--- config.mk ---
export PLATFORM = sky130hd
export DESIGN_NAME = lsu_request_arbiter_flat
export DESIGN_NICKNAME = d
export VERILOG_FILES = /design/src/rtl/lsu_request_arbiter_if.sv /design/src/rtl/lsu_request_arbiter.sv /design/src/flat_wrapper.sv
export SDC_FILE = /design/constraint.sdc
export NUM_CORES = 1
export LEC_CHECK = 0
export CAP_MARGIN = 20
export CORE_AREA = 8 8 134 136
export CTS_BUF_LIST = sky130_fd_sc_hd__clkbuf_16
export CTS_CLUSTER_DIAMETER = 200
export DETAILED_ROUTE_END_ITERATION = 10
export DIE_AREA = 0 0 142 144
export PLACE_DENSITY = 0.6
export SLEW_MARGIN = 20
export SYNTH_ARGS = -nofsm -noshare
export SYNTH_HDL_FRONTEND = slang
export SYNTH_SLANG_ARGS = --single-unit
--- constraint.sdc ---
create_clock -name clk -period 3.62 [get_ports clk]
set_input_delay 0.543 -clock clk [delete_from_list [all_inputs] [get_ports clk]]
set_output_delay 0.543 -clock clk [all_outputs]
set_load 0.005 [all_outputs]
--- src/rtl/lsu_request_arbiter_if.sv ---
// Request/response bundle between the CPU issue path, the RCA ports, the LSQ and the LSU writeback.
// The slave modport is the arbiter's view of the bundle; the master modport is the surrounding system's view.
interface lsu_request_arbiter_if #(
    parameter int unsigned NUM_RCA = 2,
    parameter int unsigned ADDR_W  = 32,
    parameter int unsigned DATA_W  = 32
);
    logic                        cpu_valid;
    logic                        cpu_ready;
    logic [ADDR_W-1:0]           cpu_addr;
    logic [DATA_W-1:0]           cpu_data;
    logic [2:0]                  cpu_fn3;
    logic                        cpu_load;
    logic                        cpu_store;

    logic [NUM_RCA-1:0]          rca_lock;
    logic [NUM_RCA-1:0]          rca_valid;
    logic [NUM_RCA-1:0]          rca_ready;
    logic [NUM_RCA*ADDR_W-1:0]   rca_addr;
    logic [NUM_RCA*DATA_W-1:0]   rca_data;
    logic [NUM_RCA*3-1:0]        rca_fn3;
    logic [NUM_RCA-1:0]          rca_load;
    logic [NUM_RCA-1:0]          rca_store;
    logic [NUM_RCA-1:0]          rca_grant;

    logic                        lsq_valid;
    logic                        lsq_ready;
    logic [ADDR_W-1:0]           lsq_addr;
    logic [DATA_W-1:0]           lsq_data;
    logic [2:0]                  lsq_fn3;
    logic                        lsq_load;
    logic                        lsq_store;
    logic                        lsq_empty;

    logic                        rsp_valid;
    logic [DATA_W-1:0]           rsp_data;
    logic                        cpu_rsp_valid;
    logic [NUM_RCA-1:0]          rca_rsp_valid;
    logic [DATA_W-1:0]           rsp_data_out;

    modport slave (
        input  cpu_valid, cpu_addr, cpu_data, cpu_fn3, cpu_load, cpu_store,
        input  rca_lock, rca_valid, rca_addr, rca_data, rca_fn3, rca_load, rca_store,
        input  lsq_ready, lsq_empty, rsp_valid, rsp_data,
        output cpu_ready, rca_ready, rca_grant,
        output lsq_valid, lsq_addr, lsq_data, lsq_fn3, lsq_load, lsq_store,
        output cpu_rsp_valid, rca_rsp_valid, rsp_data_out
    );

    modport master (
        output cpu_valid, cpu_addr, cpu_data, cpu_fn3, cpu_load, cpu_store,
        output rca_lock, rca_valid, rca_addr, rca_data, rca_fn3, rca_load, rca_store,
        output lsq_ready, lsq_empty, rsp_valid, rsp_data,
        input  cpu_ready, rca_ready, rca_grant,
        input  lsq_valid, lsq_addr, lsq_data, lsq_fn3, lsq_load, lsq_store,
        input  cpu_rsp_valid, rca_rsp_valid, rsp_data_out
    );
endinterface

--- src/rtl/lsu_request_arbiter.sv ---
// CPU / N-channel RCA arbiter in front of the LSQ: round-robin lock ownership, drain barriers,
// outstanding-load limit and tag-based response routing. Optional: LSU_ARB_CPU_FAIRNESS_EN.
module lsu_request_arbiter #(
    parameter int unsigned NUM_RCA         = 2,
    parameter int unsigned ADDR_W          = 32,
    parameter int unsigned DATA_W          = 32,
    parameter int unsigned MAX_OUTSTANDING = 4
) (
    input  logic                  clk,
    input  logic                  rst,
    lsu_request_arbiter_if.slave  bus
);
    localparam int unsigned IDX_W = (NUM_RCA > 1) ? $clog2(NUM_RCA) : 1;
    localparam int unsigned PTR_W = $clog2(MAX_OUTSTANDING);
    localparam int unsigned CNT_W = $clog2(MAX_OUTSTANDING + 1);
`ifdef LSU_ARB_CPU_FAIRNESS_EN
    localparam bit FAIR_EN = 1'b1;
`else
    localparam bit FAIR_EN = 1'b0;
`endif

    typedef enum logic [1:0] {NORMAL, DRAIN, SERVICE} state_t;

    typedef struct packed {
        logic             is_rca;
        logic [IDX_W-1:0] idx;
    } tag_t;

    state_t             state;
    logic [IDX_W-1:0]   grant_idx;
    logic [IDX_W-1:0]   last_grant;
    logic [NUM_RCA-1:0] rca_grant_q;
    logic [CNT_W-1:0]   outstanding;
    logic [PTR_W-1:0]   wr_ptr;
    logic [PTR_W-1:0]   rd_ptr;
    tag_t               tag_mem [MAX_OUTSTANDING];
    logic               fair_hold;
    logic               after_service;

    logic               any_lock;
    logic               room;
    logic               cpu_open;
    logic               drained;
    logic               push;
    logic               pop;
    tag_t               head_tag;
    tag_t               push_tag;

    logic               req_valid;
    logic [ADDR_W-1:0]  req_addr;
    logic [DATA_W-1:0]  req_data;
    logic [2:0]         req_fn3;
    logic               req_load;
    logic               req_store;
    logic               cpu_ready_c;
    logic [NUM_RCA-1:0] rca_ready_c;
    logic [NUM_RCA-1:0] rca_rsp_c;
    logic [IDX_W-1:0]   rr_win;
    logic [IDX_W-1:0]   cand;
    logic               rr_hit;

    assign any_lock = |bus.rca_lock;
    assign room     = outstanding < CNT_W'(MAX_OUTSTANDING);
    assign cpu_open = (state == NORMAL) && (!any_lock || fair_hold);
    assign drained  = bus.lsq_empty && (outstanding == '0);
    assign head_tag = tag_mem[rd_ptr];
    assign pop      = bus.rsp_valid && (outstanding != '0);
    assign push     = req_valid && bus.lsq_ready && req_load;
    assign push_tag = '{is_rca: (state == SERVICE), idx: grant_idx};

    // Owner request mux; nothing issues while draining
    always_comb begin
        req_valid   = 1'b0;
        req_addr    = bus.cpu_addr;
        req_data    = bus.cpu_data;
        req_fn3     = bus.cpu_fn3;
        req_load    = bus.cpu_load;
        req_store   = bus.cpu_store;
        cpu_ready_c = 1'b0;
        rca_ready_c = '0;
        if (cpu_open) begin
            req_valid   = bus.cpu_valid && room;
            cpu_ready_c = bus.lsq_ready && room;
        end else if (state == SERVICE) begin
            req_valid   = bus.rca_valid[grant_idx] && room;
            req_addr    = bus.rca_addr[int'(grant_idx)*ADDR_W +: ADDR_W];
            req_data    = bus.rca_data[int'(grant_idx)*DATA_W +: DATA_W];
            req_fn3     = bus.rca_fn3[int'(grant_idx)*3 +: 3];
            req_load    = bus.rca_load[grant_idx];
            req_store   = bus.rca_store[grant_idx];
            rca_ready_c[grant_idx] = bus.lsq_ready && room;
        end
    end

    // First locking channel above the previous winner, wrapping
    always_comb begin
        rr_win = last_grant;
        rr_hit = 1'b0;
        cand   = '0;
        for (int unsigned i = 1; i <= NUM_RCA; i++) begin
            cand = IDX_W'((32'(last_grant) + i) % NUM_RCA);
            if (!rr_hit && bus.rca_lock[cand]) begin
                rr_win = cand;
                rr_hit = 1'b1;
            end
        end
    end

    always_comb begin
        rca_rsp_c = '0;
        if (pop && head_tag.is_rca) rca_rsp_c[head_tag.idx] = 1'b1;
    end

    assign bus.lsq_valid     = req_valid;
    assign bus.lsq_addr      = req_addr;
    assign bus.lsq_data      = req_data;
    assign bus.lsq_fn3       = req_fn3;
    assign bus.lsq_load      = req_load;
    assign bus.lsq_store     = req_store;
    assign bus.cpu_ready     = cpu_ready_c;
    assign bus.rca_ready     = rca_ready_c;
    assign bus.rca_grant     = rca_grant_q;
    assign bus.cpu_rsp_valid = pop && !head_tag.is_rca;
    assign bus.rca_rsp_valid = rca_rsp_c;
    assign bus.rsp_data_out  = bus.rsp_data;

    always_ff @(posedge clk) begin
        if (rst) begin
            state         <= NORMAL;
            grant_idx     <= '0;
            last_grant    <= IDX_W'(NUM_RCA - 1);
            rca_grant_q   <= '0;
            outstanding   <= '0;
            wr_ptr        <= '0;
            rd_ptr        <= '0;
            fair_hold     <= 1'b0;
            after_service <= 1'b0;
        end else begin
            if (push) begin
                tag_mem[wr_ptr] <= push_tag;
                wr_ptr          <= wr_ptr + PTR_W'(1);
            end
            if (pop) rd_ptr <= rd_ptr + PTR_W'(1);
            if (push && !pop)      outstanding <= outstanding + CNT_W'(1);
            else if (!push && pop) outstanding <= outstanding - CNT_W'(1);

            case (state)
                NORMAL: begin
                    // A fairness hold ends once the CPU gets one request in or withdraws
                    if (fair_hold) begin
                        if (!bus.cpu_valid || cpu_ready_c) begin
                            fair_hold <= 1'b0;
                            if (any_lock) state <= DRAIN;
                        end
                    end else if (any_lock) begin
                        state <= DRAIN;
                    end
                end
                DRAIN: begin
                    if (drained) begin
                        after_service <= 1'b0;
                        if (FAIR_EN && after_service && bus.cpu_valid) begin
                            state     <= NORMAL;
                            fair_hold <= 1'b1;
                        end else if (any_lock) begin
                            state               <= SERVICE;
                            grant_idx           <= rr_win;
                            last_grant          <= rr_win;
                            rca_grant_q         <= '0;
                            rca_grant_q[rr_win] <= 1'b1;
                        end else begin
                            state <= NORMAL;
                        end
                    end
                end
                SERVICE: begin
                    if (!bus.rca_lock[grant_idx]) begin
                        state         <= DRAIN;
                        rca_grant_q   <= '0;
                        after_service <= 1'b1;
                    end
                end
                default: state <= NORMAL;
            endcase
        end
    end

    // Protocol checks: orphan responses and malformed access kinds
    always_ff @(posedge clk) begin
        if (!rst) begin
            assert (!(bus.rsp_valid && (outstanding == '0)));
            if (req_valid) assert (req_load ^ req_store);
        end
    end
endmodule

--- src/flat_wrapper.sv ---
// flat-port wrapper written by rule: the top's interface ports become plain ports
module lsu_request_arbiter_flat 
#(
    parameter int unsigned NUM_RCA         = 2,
    parameter int unsigned ADDR_W          = 32,
    parameter int unsigned DATA_W          = 32,
    parameter int unsigned MAX_OUTSTANDING = 4
)
  (clk, rst, bus_cpu_valid, bus_cpu_addr, bus_cpu_data, bus_cpu_fn3, bus_cpu_load, bus_cpu_store, bus_rca_lock, bus_rca_valid, bus_rca_addr, bus_rca_data, bus_rca_fn3, bus_rca_load, bus_rca_store, bus_lsq_ready, bus_lsq_empty, bus_rsp_valid, bus_rsp_data, bus_cpu_ready, bus_rca_ready, bus_rca_grant, bus_lsq_valid, bus_lsq_addr, bus_lsq_data, bus_lsq_fn3, bus_lsq_load, bus_lsq_store, bus_cpu_rsp_valid, bus_rca_rsp_valid, bus_rsp_data_out);
  lsu_request_arbiter_if #(.NUM_RCA(NUM_RCA), .ADDR_W(ADDR_W), .DATA_W(DATA_W)) bus_i ();
  input  logic clk;
  input  logic rst;
  input wire logic [$bits(bus_i.cpu_valid)-1:0] bus_cpu_valid;
  input wire logic [$bits(bus_i.cpu_addr)-1:0] bus_cpu_addr;
  input wire logic [$bits(bus_i.cpu_data)-1:0] bus_cpu_data;
  input wire logic [$bits(bus_i.cpu_fn3)-1:0] bus_cpu_fn3;
  input wire logic [$bits(bus_i.cpu_load)-1:0] bus_cpu_load;
  input wire logic [$bits(bus_i.cpu_store)-1:0] bus_cpu_store;
  input wire logic [$bits(bus_i.rca_lock)-1:0] bus_rca_lock;
  input wire logic [$bits(bus_i.rca_valid)-1:0] bus_rca_valid;
  input wire logic [$bits(bus_i.rca_addr)-1:0] bus_rca_addr;
  input wire logic [$bits(bus_i.rca_data)-1:0] bus_rca_data;
  input wire logic [$bits(bus_i.rca_fn3)-1:0] bus_rca_fn3;
  input wire logic [$bits(bus_i.rca_load)-1:0] bus_rca_load;
  input wire logic [$bits(bus_i.rca_store)-1:0] bus_rca_store;
  input wire logic [$bits(bus_i.lsq_ready)-1:0] bus_lsq_ready;
  input wire logic [$bits(bus_i.lsq_empty)-1:0] bus_lsq_empty;
  input wire logic [$bits(bus_i.rsp_valid)-1:0] bus_rsp_valid;
  input wire logic [$bits(bus_i.rsp_data)-1:0] bus_rsp_data;
  output wire logic [$bits(bus_i.cpu_ready)-1:0] bus_cpu_ready;
  output wire logic [$bits(bus_i.rca_ready)-1:0] bus_rca_ready;
  output wire logic [$bits(bus_i.rca_grant)-1:0] bus_rca_grant;
  output wire logic [$bits(bus_i.lsq_valid)-1:0] bus_lsq_valid;
  output wire logic [$bits(bus_i.lsq_addr)-1:0] bus_lsq_addr;
  output wire logic [$bits(bus_i.lsq_data)-1:0] bus_lsq_data;
  output wire logic [$bits(bus_i.lsq_fn3)-1:0] bus_lsq_fn3;
  output wire logic [$bits(bus_i.lsq_load)-1:0] bus_lsq_load;
  output wire logic [$bits(bus_i.lsq_store)-1:0] bus_lsq_store;
  output wire logic [$bits(bus_i.cpu_rsp_valid)-1:0] bus_cpu_rsp_valid;
  output wire logic [$bits(bus_i.rca_rsp_valid)-1:0] bus_rca_rsp_valid;
  output wire logic [$bits(bus_i.rsp_data_out)-1:0] bus_rsp_data_out;
  assign bus_i.cpu_valid = bus_cpu_valid;
  assign bus_i.cpu_addr = bus_cpu_addr;
  assign bus_i.cpu_data = bus_cpu_data;
  assign bus_i.cpu_fn3 = bus_cpu_fn3;
  assign bus_i.cpu_load = bus_cpu_load;
  assign bus_i.cpu_store = bus_cpu_store;
  assign bus_i.rca_lock = bus_rca_lock;
  assign bus_i.rca_valid = bus_rca_valid;
  assign bus_i.rca_addr = bus_rca_addr;
  assign bus_i.rca_data = bus_rca_data;
  assign bus_i.rca_fn3 = bus_rca_fn3;
  assign bus_i.rca_load = bus_rca_load;
  assign bus_i.rca_store = bus_rca_store;
  assign bus_i.lsq_ready = bus_lsq_ready;
  assign bus_i.lsq_empty = bus_lsq_empty;
  assign bus_i.rsp_valid = bus_rsp_valid;
  assign bus_i.rsp_data = bus_rsp_data;
  assign bus_cpu_ready = bus_i.cpu_ready;
  assign bus_rca_ready = bus_i.rca_ready;
  assign bus_rca_grant = bus_i.rca_grant;
  assign bus_lsq_valid = bus_i.lsq_valid;
  assign bus_lsq_addr = bus_i.lsq_addr;
  assign bus_lsq_data = bus_i.lsq_data;
  assign bus_lsq_fn3 = bus_i.lsq_fn3;
  assign bus_lsq_load = bus_i.lsq_load;
  assign bus_lsq_store = bus_i.lsq_store;
  assign bus_cpu_rsp_valid = bus_i.cpu_rsp_valid;
  assign bus_rca_rsp_valid = bus_i.rca_rsp_valid;
  assign bus_rsp_data_out = bus_i.rsp_data_out;
  lsu_request_arbiter #(.NUM_RCA(NUM_RCA), .ADDR_W(ADDR_W), .DATA_W(DATA_W), .MAX_OUTSTANDING(MAX_OUTSTANDING)) u_core (.clk(clk), .rst(rst), .bus(bus_i));
endmodule
# After elaboration in Yosys (flattened, before gate mapping)

Memories as Yosys holds them, arrays and structs flattened. A register that Yosys moved wholly into a read port is not among the register bits.
Index checks and enable logic that the tools add are counted.

Flip-flop bits (word level): 14
Memory bits (writable): 8
Bits of input ports: 249
Output and inout port bits: 110
Word-level logic and storage cells: 125
Memories: 1

Add/sub/neg operators: 6
Multipliers: 1
Order comparisons: 9
Equality and inequality tests: 6
Shift operators: 3
Multiplexer cells: 57
Bitwise gates (word level): 1
Reductions and logical operators: 33

Memory list:

| memory         | words | bits a word | rd ports | clocked after memory_dff | write ports | RTL line                  | RTL |
|---|---|---|---|---|---|---|---|
| u_core.tag_mem | 4     | 2           | 1        | 1                        | 1           | lsu_request_arbiter.sv:36 | `tag_t tag_mem [MAX_OUTSTANDING];` |

Operators by type and width:

| kind                                                                          | count |
|---|---|
| 32-bit two-way mux                                                            | 4 |
| 64-bit by 7-bit indexed part select with 32-bit output                        | 2 |
| 6-bit by 32-bit indexed part select with 3-bit output                         | 1 |
| 1-bit two-way mux                                                             | 30 |
| 2-bit two-way mux                                                             | 14 |
| 1-bit logical AND                                                             | 16 |
| 3-bit two-way mux                                                             | 4 |
| 1-bit by 2-bit less-than comparator with 1-bit output (second input constant) | 5 |
| 1-bit zero test                                                               | 6 |
| 2-bit case mux with 3 select lines                                            | 1 |
| 3-bit AND reduction                                                           | 2 |
| 2-bit by 1-bit adder with 2-bit output (second input constant)                | 2 |
| 2-bit by 1-bit inequality test with 1-bit output (second input constant)      | 2 |
| 2-bit case mux with 2 select lines                                            | 1 |
| 4-bit AND reduction                                                           | 1 |
| 2-bit nonzero test                                                            | 2 |
| 3-bit by 1-bit adder with 3-bit output (second input constant)                | 1 |
| 1-bit demux with 1-bit select                                                 | 3 |
| 1-bit greater-or-equal comparator (second input constant)                     | 3 |
| 3-bit zero test                                                               | 1 |
| 3-bit less-than comparator (second input constant)                            | 1 |
| 1-bit by 2-bit multiplier with 3-bit output (second input constant)           | 1 |
| 3-bit inequality test (second input constant)                                 | 1 |
| 3-bit nonzero test                                                            | 1 |
| 9 further kinds                                                               | 11 |

# Depth between registers and ports, before layout

Gate-level depths: netlist of run 1.

Depth in word-level cells: 14
Depth in mapped cells: 12
Gate-level depth less buffers: 11

# Worst setup path before layout of run 1

Ideal clock, no wire load.

Path kind: input to register
From: input port bus_rca_lock[1]
To: register u_core.outstanding[2]
Library setup time: 0.071 ns
Arrival: 2.728 ns
Data required time: 3.549 ns
Slack: 0.821 ns
Stages: 11
Path buffers: 1
Cells stage by stage: o21bai_1 a32oi_1 or4_1 buf_2 inv_2 ha_1 inv_1 fa_1 xor2_1 or3_1 a21oi_1

Cells in the longest elaborated chain, start to end: 10
Elaborated cells on any way between the ends: 13
Those cells by class: mux: 3; reduce/logical: 10

RTL lines:

| what                         | RTL line                   | RTL |
|---|---|---|
| from (decl)                  | flat_wrapper.sv:19         | `input wire logic [$bits(bus_i.rca_lock)-1:0] bus_rca_lock;` |
| 2-bit OR reduction (*)       | lsu_request_arbiter.sv:62  | `assign any_lock = \|bus.rca_lock;` |
| 1-bit zero test (*)          | lsu_request_arbiter.sv:64  | `assign cpu_open = (state == NORMAL) && (!any_lock \|\| fair_hold);` |
| 1-bit logical OR (*)         | lsu_request_arbiter.sv:64  |  |
| 1-bit logical AND (*)        | lsu_request_arbiter.sv:64  |  |
| 1-bit two-way mux            | lsu_request_arbiter.sv:81  | `if (cpu_open) begin` |
| 1-bit logical AND            | lsu_request_arbiter.sv:68  | `assign push = req_valid && bus.lsq_ready && req_load;` |
| 1-bit logical AND (*)        | lsu_request_arbiter.sv:68  |  |
| 1-bit zero test              | lsu_request_arbiter.sv:145 | `else if (!push && pop) outstanding <= outstanding - CNT_W'(1);` |
| 1-bit logical AND            | lsu_request_arbiter.sv:145 |  |
| 2-bit nonzero test (no line) | -                          |  |
| to (signal assigned)         | lsu_request_arbiter.sv:144 | `if (push && !pop) outstanding <= outstanding + CNT_W'(1);` |
| to (signal assigned)         | lsu_request_arbiter.sv:145 |  |
| to (decl)                    | lsu_request_arbiter.sv:33  | `logic [CNT_W-1:0] outstanding;` |

Mark *: on every way between the ends. The rest lies on a longest branch, timed or not.
A chain may end at the register's enable or synchronous reset.

# Worst setup path after layout of run 1

Same ends and word-level chain as after synthesis.

==> results of run 1 <==
-- cell families (layout without fill, tap and decap cells) --
family,after synthesis,in the layout,synth area share
simple gates,118,118,0.196
compound gates,83,83,0.156
mux,75,75,0.276
buf+inv,65,309,0.132
flops,24,24,0.198
fa+ha+maj,6,6,0.0292
xor+xnor,4,4,0.0124
-- synth_stat cells, types with 2 or more instances --
library cell and number:
ha_1 5, mux2i_1 70, nor3b_1 4, mux2_2 2, dfxtp_1 16, inv_1 5, buf_4 32, nand2_1 75
mux4_2 2, buf_2 8, clkbuf_1 17, inv_2 2, o21ai_0 70, nor2b_1 3, or4_1 2, nor2_1 16
and3_1 2, nor3_1 3, nand2b_1 7, a21oi_1 4, edfxtp_1 8, xor2_1 3
-- layer usage --
| metal | wire length [um] | up-vias | part of all wire | GRT usage |
|---|---|---|---|---|
| met5 | 0 | - | 0 | 0 |
| met4 | 172 | 0 | 0.011 | 0.0220 |
| met3 | 1630 | 12 | 0.11 | 0.0660 |
| met2 | 7850 | 167 | 0.52 | 0.247 |
| met1 | 5450 | 1541 | 0.36 | 0.137 |
| li1 | - | 1756 | - | - |
-- tightest hold or removal path: cells and delay by family, from the launching register on --
kind / cells / cell delay [ns]
AO/OA/AOI/OAI: 1 / 0.05
flip-flops: 1 / 0.31
AND/OR/NAND/NOR: 1 / 0.06
-- cell usage in the layout (no fill, tap or decap), drive strengths merged, types with 3 or more instances in the layout --
cell type,instances
xor2,3
nand2,75
dfxtp,16
buf,4
clkdlybuf4s50,294
nor2,16
mux2,3
edfxtp,8
nor2b,3
nor3,3
mux2i,70
inv,8
nand2b,8
ha,5
o21ai,72
nor3b,4
clkbuf,3
a21oi,4
-- power groups by stage --
stage / logic (W) / registers, W / clock network (W)
after floorplan: 0.000393 / 0.000357 / 0
after global placement: 0.000880 / 0.000366 / 0
after detailed placement: 0.000891 / 0.000369 / 0
after CTS: 0.000898 / 0.000364 / 0.000249
after global routing: 0.000961 / 0.000368 / 0.000262
final: 0.000885 / 0.000362 / 0.000245
-- flip-flops by register name (all words and copies together), names as in the netlist, named ones only --
register              count
u_core.outstanding        3
u_core.rd_ptr             2
u_core.last_grant         1
u_core.state              2
u_core.wr_ptr             2
u_core.fair_hold          1
u_core.tag_mem            8
u_core.bus.rca_grant      2
u_core.grant_idx          1
-- area by class of cell --
| class | instances | area (sq um) | area share |
|---|---|---|---|
| Timing Repair Buffer | 298 | 2990 | 0.513 |
| Inverter | 7 | 26.3 | 0.00451 |
| Clock buffer | 3 | 75.1 | 0.0129 |
| Sequential cell | 24 | 564 | 0.0969 |
| Multi-Input combinational cell | 286 | 1890 | 0.325 |
| Clock inverter | 1 | 3.75 | 0.000645 |
| Tap cell | 220 | 275 | 0.0473 |
-- path summary, 6_finish.rpt --
| path | startpoint | end | cells after the start |
|---|---|---|---|
| worst max-delay path | bus_rca_lock[1] | u_core.outstanding[2] | 11 |
| worst min-delay path | u_core.bus.rca_grant[0] | u_core.bus.rca_grant[0] | 2 |
| worst max register to register | u_core.state[1] | u_core.outstanding[2] | 11 |
| worst min register to register | u_core.bus.rca_grant[0] | u_core.bus.rca_grant[0] | 2 |
-- stage by stage --
step           hold slack (ns)  setup slack (ns)  cells
2_1_floorplan            0.436             0.821    375
3_3_place_gp             0.453             0.236    835
3_5_place_dp             0.458             0.179    835
4_1_cts                  0.467             0.431    839
5_1_grt                  0.487             0.295    839
6_report                 0.467             0.428    839
==> results.sh, run 1 <==
export IMPL_critPathKind="in -> reg"
export IMPL_drtPass1Iterations=4
export IMPL_diodes=0
export IMPL_syn_cell_area_sq_um=2830
export IMPL_synthCells=375
export IMPL_path_max_fanout=6
export IMPL_cts_max_path_buffers=2
export IMPL_fillers=1649
export IMPL_grt_usage=0.135
export IMPL_utilization=0.363
export IMPL_max_freq_mhz=313
export IMPL_synthDominantCellAreaShare=0.248
export IMPL_grt_overflow_total=0
export IMPL_path_buf_inv=3
export IMPL_postRouteAntennaNets=0
export IMPL_dp_hpwl_um=12900
export IMPL_cts_setup_buffers=0
export IMPL_path_cells="clkdlybuf4s50_1, o21bai_1, a32oi_1, or4_1, inv_2, ha_1, inv_1, fa_1, xor2_1, or3_1, a21oi_1"
export IMPL_synth_area_per_cell_sq_um=7.54
export IMPL_ys_flop_type="dfxtp_1"
export IMPL_start_util=0.176
export IMPL_htreeDepth=1
export IMPL_crit_arrival_ns=3.37
export IMPL_slew_limit_headroom=0.470
export IMPL_setup_tns_ns=0
export IMPL_vias_per_cell=4.14
export IMPL_fp_dieH_um=144
export IMPL_boundaryPins=359
export IMPL_seqPwrFrac=0.243
export IMPL_cts_resized=0
export IMPL_p_int_w=0.00101
export IMPL_status="finished, final reports clean"
export IMPL_worstSetupEndpointType="flop"
export IMPL_wl_per_cell_um=18.0
export IMPL_synth_cell_types=41
export IMPL_ys_top_cells_by_area="mux2i_1, o21ai_0, dfxtp_1"
export IMPL_sw_frac_of_total=0.320
export IMPL_cts_root_buf="clkbuf_16"
export IMPL_combPwrFrac=0.593
export IMPL_grt_pass1_vias=3803
export IMPL_cp_top_family="simple AND/OR/NAND/NOR gates"
export IMPL_final_setup_skew_ns=0.00242
export IMPL_core_sq_um=16100
export IMPL_drive_above_1_share=0.0323
export IMPL_reg2reg_slack_ns=0.80
export IMPL_seq_area_frac_synth=0.198
export IMPL_synth_area_leader_cell="mux2i_1"
export IMPL_worstMarginPinSlew_ns=0.792
export IMPL_maxSlewViolCount=0
export IMPL_power_frac_clock=0.164
export IMPL_io_buffers=294
export IMPL_crit_required_ns=3.79
export IMPL_gp_congestion=0.832
export IMPL_clkSlewWorstSetupHoldPaths_ns=0.06
export IMPL_wirelength_um=15100
export IMPL_cap_viol_max_count=0
export IMPL_synth_nets=630
export IMPL_async_reset_ff_frac=0
export IMPL_syn2layout_area_growth_pct=106
export IMPL_hold_buffers=0
export IMPL_setup_viol=0
export IMPL_cp_slowest_cell="or4_1"
export IMPL_fp_dieW_um=142
export IMPL_antenna_found_initial=1
export IMPL_synth_seq_cells=24
export IMPL_rsz0062_at_grt="false"
export IMPL_p_leak_nw=2.15
export IMPL_grt_pass1_wl_um=21300
export IMPL_vias=3476
export IMPL_design_area_sq_um=5820
export IMPL_critPathLaunchType="primary input"
export IMPL_cts_tree="built"
export IMPL_insertion_delay_ns=0.26
export IMPL_hold_viol=0
export IMPL_period_minus_slack_ns=3.19
export IMPL_power_switching_w=0.000478
export IMPL_dr_first_iter_drc_count=132
export IMPL_cts_sinks=24
export IMPL_cts_buffers=3
export IMPL_die_area_sq_um=20400
export IMPL_rows=47
export IMPL_vdd_ir_drop_max_uv=158
export IMPL_min_path_type="reg -> reg"
export IMPL_p_total_w=0.00149
export IMPL_drc_errors=0
export IMPL_synth_edf_count=8
export IMPL_nets=875
export IMPL_grt_max_degree=78
export IMPL_max_stage_delay_ns=0.59
export IMPL_p_per_area_nw_per_um2=256
export IMPL_yosysWarnings=0
export IMPL_placed_cell_area_sq_um=5740
export IMPL_timing_final_crit_share=0.882
Note: power is estimated with default switching activity, not from simulation.
==> inputs of run 2 (changes only) <==
--- a/config.mk
+++ b/config.mk
@@ -11,7 +11,7 @@
 export CTS_CLUSTER_DIAMETER = 200
 export DETAILED_ROUTE_END_ITERATION = 10
 export DIE_AREA = 0 0 142 144
-export PLACE_DENSITY = 0.6
+export PLACE_DENSITY = 0.61
 export SLEW_MARGIN = 20
 export SYNTH_ARGS = -nofsm -noshare
 export SYNTH_HDL_FRONTEND = slang
==> run 2 against run 1 <==
Sequential power about the same. Final area up 0.45%. Non-clock buffer count unchanged. Worst setup slack worse by 0.013 ns. Sequential share of layout area about the same. Power up 4.6%. Clock-buffer cell count unchanged. Clock skew up 0.0036 ns. First-iteration DRC count down 6.1%. Register-to-register slack better by 0.03 ns. Critical path type unchanged. Highest routed layer is now met5.
==> results.sh, run 2 (synthesized netlist as in run 1, its figures left out) <==
export IMPL_cts_resized=0
export IMPL_utilization=0.364
export IMPL_hold_viol=0
export IMPL_status="finished, final reports clean"
export IMPL_path_max_fanout=6
export IMPL_cts_max_path_buffers=2
export IMPL_vdd_ir_drop_max_uv=217
export IMPL_grt_pass1_vias=3700
export IMPL_reg_top3="u_core.tag_mem x8, u_core.outstanding x3"
export IMPL_period_minus_slack_ns=3.20
export IMPL_worstMarginPinSlew_ns=0.785
export IMPL_gp_congestion=0.834
export IMPL_cts_root_buf="clkbuf_16"
export IMPL_maxSlewViolCount=0
export IMPL_crit_required_ns=3.80
export IMPL_mostFrequentLayoutCells="clkdlybuf4s50_1, nand2_1, mux2i_1, o21ai_0, nor2_1"
export IMPL_final_setup_skew_ns=0.00597
export IMPL_nets=875
export IMPL_clkSlewWorstSetupHoldPaths_ns=0.07
export IMPL_worstSetupEndpointType="flop"
export IMPL_grt_max_degree=78
export IMPL_grt_overflow_total=0
export IMPL_dp_hpwl_um=12400
export IMPL_cap_viol_max_count=0
export IMPL_max_freq_mhz=312
export IMPL_wl_per_cell_um=17.4
export IMPL_r2r_end="u_core.outstanding[2]"
export IMPL_fp_dieH_um=144
export IMPL_hold_buffers=0
export IMPL_drtPass1Iterations=4
export IMPL_io_buffers=294
export IMPL_top_register="u_core.tag_mem"
export IMPL_critPathLaunchType="primary input"
export IMPL_combPwrFrac=0.564
export IMPL_cts_sinks=24
export IMPL_fp_dieW_um=142
export IMPL_dr_first_iter_drc_count=124
export IMPL_vias_per_cell=4.18
export IMPL_setup_tns_ns=0
export IMPL_grt_pass1_wl_um=21100
export IMPL_insertion_delay_ns=0.26
export IMPL_boundaryPins=359
export IMPL_antenna_found_initial=1
export IMPL_slew_limit_headroom=0.475
export IMPL_critPathKind="in -> reg"
export IMPL_syn2layout_area_growth_pct=107
export IMPL_cts_buffers=3
export IMPL_wirelength_um=14600
export IMPL_postRouteAntennaNets=0
export IMPL_hold_worst_slack_ns=0.466
export IMPL_final_common_cell="clkdlybuf4s50_1"
export IMPL_sw_frac_of_total=0.305
export IMPL_drc_errors=0
export IMPL_cts_tree="built"
export IMPL_worstReg2RegStart="u_core.state[1]"
export IMPL_cts_setup_buffers=0
export IMPL_vias=3504
export IMPL_p_int_w=0.00109
export IMPL_seqPwrFrac=0.231
export IMPL_min_path_type="reg -> reg"
export IMPL_core_sq_um=16100
export IMPL_start_util=0.176
export IMPL_reg2reg_slack_ns=0.83
export IMPL_rows=47
export IMPL_crit_arrival_ns=3.39
export IMPL_critPathLaunch="bus_rca_lock[1]"
export IMPL_grt_usage=0.133
export IMPL_cp_endpoint="u_core.outstanding[2]"
export IMPL_p_per_area_nw_per_um2=267
export IMPL_timing_final_crit_share=0.885
export IMPL_htreeDepth=1
export IMPL_power_switching_w=0.000475
export IMPL_die_area_sq_um=20400
export IMPL_power_frac_clock=0.205
export IMPL_setup_viol=0
export IMPL_p_leak_nw=2.16
export IMPL_reg2regPathDepth=10
export IMPL_rsz0062_at_grt="false"
export IMPL_drive_above_1_share=0.0323
export IMPL_largest_reg_flops=8
export IMPL_diodes=0
run 2: cell count changes in the layout (fill, tap and decap cells not counted):
| cell | delta |
|---|---|
| bufinv_16 | +1 |
| inv_2 | -1 |
run 2: worst min-delay path by stage:
| stage | startpoint | to | slack [ns] | depth (start not counted) |
|---|---|---|---|---|
| 2_1_floorplan | u_core.fair_hold | u_core.fair_hold | 0.44 | 2 |
| 3_3_place_gp | u_core.fair_hold | u_core.fair_hold | 0.46 | 2 |
| 3_5_place_dp | u_core.fair_hold | u_core.fair_hold | 0.46 | 2 |
| 4_1_cts | u_core.fair_hold | u_core.fair_hold | 0.47 | 2 |
| 5_1_grt | u_core.fair_hold | u_core.fair_hold | 0.48 | 2 |
| 6_report | u_core.fair_hold | u_core.fair_hold | 0.47 | 2 |
run 2: per-stage QoR:
stage	setup WS [ns]	instances	area [sq um]	total power (W)
final	0.415	839	5850	0.00156
after global routing	0.256	839	5850	0.00167
after CTS	0.394	839	5850	0.00158
after detailed placement	0.124	835	5740	0.00125
after global placement	0.234	835	5740	0.00124
after floorplan	0.821	375	2830	0.000750
run 2: power groups by stage:
stage	Clock [W]	Sequential, W	Combinational [W]
5_1_grt	0.000338	0.000367	0.000963
2_1_floorplan	0	0.000357	0.000393
4_1_cts	0.000324	0.000361	0.000894
3_5_place_dp	0	0.000366	0.000885
6_report	0.000320	0.000360	0.000880
3_3_place_gp	0	0.000364	0.000878
run 2: final cells by class:
type | instances | area (sq um)
multi-input cells | 286 | 1890
flip-flops and latches | 24 | 564
well taps | 220 | 275
repair buffers | 298 | 2990
clock buffers | 3 | 75.1
fillers | 1652 | 10200
inverters | 7 | 26.3
clock inverters | 1 | 30.0
run 2: critical path, cell delays in order:
cell and delay, ns:
clkdlybuf4s50_1 0.51, o21bai_1 0.23, a32oi_1 0.15, or4_1 0.58, inv_2 0.10, ha_1 0.18
inv_1 0.07, fa_1 0.43, xor2_1 0.16, or3_1 0.30, a21oi_1 0.15
run 2: metal layers:
layer | global-route usage | vias to the layer above | wire length, um
li1 | - | 1760 | -
met1 | 0.150 | 1558 | 5550
met2 | 0.230 | 175 | 7420
met3 | 0.0561 | 9 | 1460
met4 | 0.0243 | 2 | 116
met5 | 0 | - | 10
==> inputs of run 3 (changes only) <==
--- a/config.mk
+++ b/config.mk
@@ -12,6 +12,7 @@
 export DETAILED_ROUTE_END_ITERATION = 10
 export DIE_AREA = 0 0 142 144
 export PLACE_DENSITY = 0.61
+export RECOVER_POWER = 100
 export SLEW_MARGIN = 20
 export SYNTH_ARGS = -nofsm -noshare
 export SYNTH_HDL_FRONTEND = slang
==> run 3 against run 2 <==
Flip-flop and latch count stayed put. Power shrank 4.1%. Highest routed layer unchanged. Clock-buffer cell count stayed put. First-iteration DRC count increased by 18%. Utilization down 0.24 points. Critical path depth is the same. Global-route usage unchanged.
==> results.sh, run 3 (synthesized netlist as in run 1, its figures left out) <==
export IMPL_status="finished, final reports clean"
export IMPL_final_common_cell="clkdlybuf4s50_1"
export IMPL_setup_viol=0
export IMPL_grt_max_degree=78
export IMPL_core_sq_um=16100
export IMPL_cts_max_path_buffers=2
export IMPL_worstSetupEndpointType="flop"
export IMPL_top_layer="met5"
export IMPL_die_area_sq_um=20400
export IMPL_max_freq_mhz=303
export IMPL_cts_root_buf="clkbuf_16"
export IMPL_grt_overflow_total=0
export IMPL_critPathLaunchType="primary input"
export IMPL_p_leak_nw=2.19
export IMPL_gp_congestion=0.834
export IMPL_vdd_ir_drop_max_uv=197
export IMPL_drc_errors=0
export IMPL_grt_usage=0.133
export IMPL_wl_per_cell_um=17.2
export IMPL_wl_met3_um=1510
export IMPL_rows=47
export IMPL_cap_viol_max_count=0
export IMPL_path_max_fanout=6
export IMPL_reg_top3="u_core.tag_mem x8, u_core.outstanding x3"
export IMPL_dr_wl_met2_um=7420
export IMPL_drt_met1_wl_um=5410
export IMPL_min_path_type="reg -> reg"
export IMPL_syn2layout_area_growth_pct=106
export IMPL_cts_tree="built"
export IMPL_wirelength_um=14500
export IMPL_cts_sinks=24
export IMPL_cts_resized=0
export IMPL_cts_setup_buffers=0
export IMPL_crit_arrival_ns=3.49
export IMPL_setup_tns_ns=0
export IMPL_cts_buffers=3
export IMPL_start_util=0.176
export IMPL_vias_per_cell=4.13
export IMPL_htreeDepth=1
export IMPL_dp_hpwl_um=12400
export IMPL_hold_buffers=0
export IMPL_crit_required_ns=3.81
export IMPL_hold_worst_slack_ns=0.463
export IMPL_nets=875
export IMPL_postRouteAntennaNets=0
export IMPL_timing_final_crit_share=0.913
export IMPL_diodes=0
export IMPL_mostFrequentLayoutCells="clkdlybuf4s50_1, dlygate4sd3_1, nand2_1"
export IMPL_maxSlewViolCount=0
export IMPL_insertion_delay_ns=0.26
export IMPL_p_per_area_nw_per_um2=258
export IMPL_top_register="u_core.tag_mem"
export IMPL_p_total_w=0.00150
export IMPL_hold_viol=0
export IMPL_rsz0062_at_grt="false"
export IMPL_critPathKind="in -> reg"
export IMPL_final_setup_skew_ns=0.00509
export IMPL_drtPass1Iterations=4
export IMPL_largest_reg_flops=8
export IMPL_io_buffers=294
export IMPL_slew_limit_headroom=0.316
export IMPL_fp_dieH_um=144
export IMPL_boundaryPins=359
export IMPL_fillers=1662
export IMPL_period_minus_slack_ns=3.31
export IMPL_fp_dieW_um=142
export IMPL_grt_pass1_vias=3700
export IMPL_dr_first_iter_drc_count=146
export IMPL_vias=3469
export IMPL_clkSlewWorstSetupHoldPaths_ns=0.07
export IMPL_drive_above_1_share=0.0194
export IMPL_worstMarginPinSlew_ns=1.03
export IMPL_grt_pass1_wl_um=21100
export IMPL_antenna_found_initial=1
## run 3: changes by cell type in the layout (fill, tap and decap cells not counted), moves of 2 or more
cell	change
clkdlybuf4s50_1	-79
dlygate4sd3_1	+79
buf_4	-2
inv_1	+2
inv_2	-2
## run 3: worst paths after layout
check / depth (start not counted) / slack [ns] / startpoint / end
worst max-delay path: 11 / 0.31 / bus_rca_lock[1] / u_core.outstanding[2]
worst min-delay path: 2 / 0.46 / u_core.fair_hold / u_core.fair_hold
worst max register to register: 11 / 0.69 / u_core.state[0] / u_core.outstanding[2]
worst min register to register: 2 / 0.46 / u_core.fair_hold / u_core.fair_hold
## run 3: metal layers
layer / track usage / vias up
met5: 0 / -
met4: 0.0243 / 2
met3: 0.0561 / 9
met2: 0.230 / 163
met1: 0.150 / 1537
li1: - / 1758
## run 3: layout make-up
cell class | count | area, sq um | share of cell area
repair buffers | 298 | 2980 | 0.513
multi-input cells | 286 | 1860 | 0.321
flip-flops and latches | 24 | 561 | 0.0965
well taps | 220 | 275 | 0.0474
clock buffers | 3 | 75.1 | 0.0129
clock inverters | 1 | 30.0 | 0.00517
inverters | 7 | 26.3 | 0.00452
## run 3: power by group
part / internal (W) / switching, W / leakage [nW]
clock network: 0.000220 / 0.000101 / 0.0511
registers: 0.000316 / 0.0000363 / 0.205
logic: 0.000499 / 0.000325 / 1.94
total: 0.00104 / 0.000462 / 2.19
## run 3: critical path: stages
cell           delay (ns)
dlygate4sd3_1        0.62
o21bai_1             0.21
a32oi_1              0.15
or4_1                0.57
inv_1                0.12
ha_1                 0.19
inv_1                0.07
fa_1                 0.43
xor2_1               0.16
or3_1                0.30
a21oi_1              0.15
## run 3: metrics by stage
step	cells	worst slack [ns]	area, sq um	utilization
3_3_place_gp	835	0.234	5740	0.358
6_report	839	0.314	5810	0.362
2_1_floorplan	375	0.821	2830	-
4_1_cts	839	0.394	5850	0.364
3_5_place_dp	835	0.124	5740	0.358
5_1_grt	839	0.147	5810	0.362
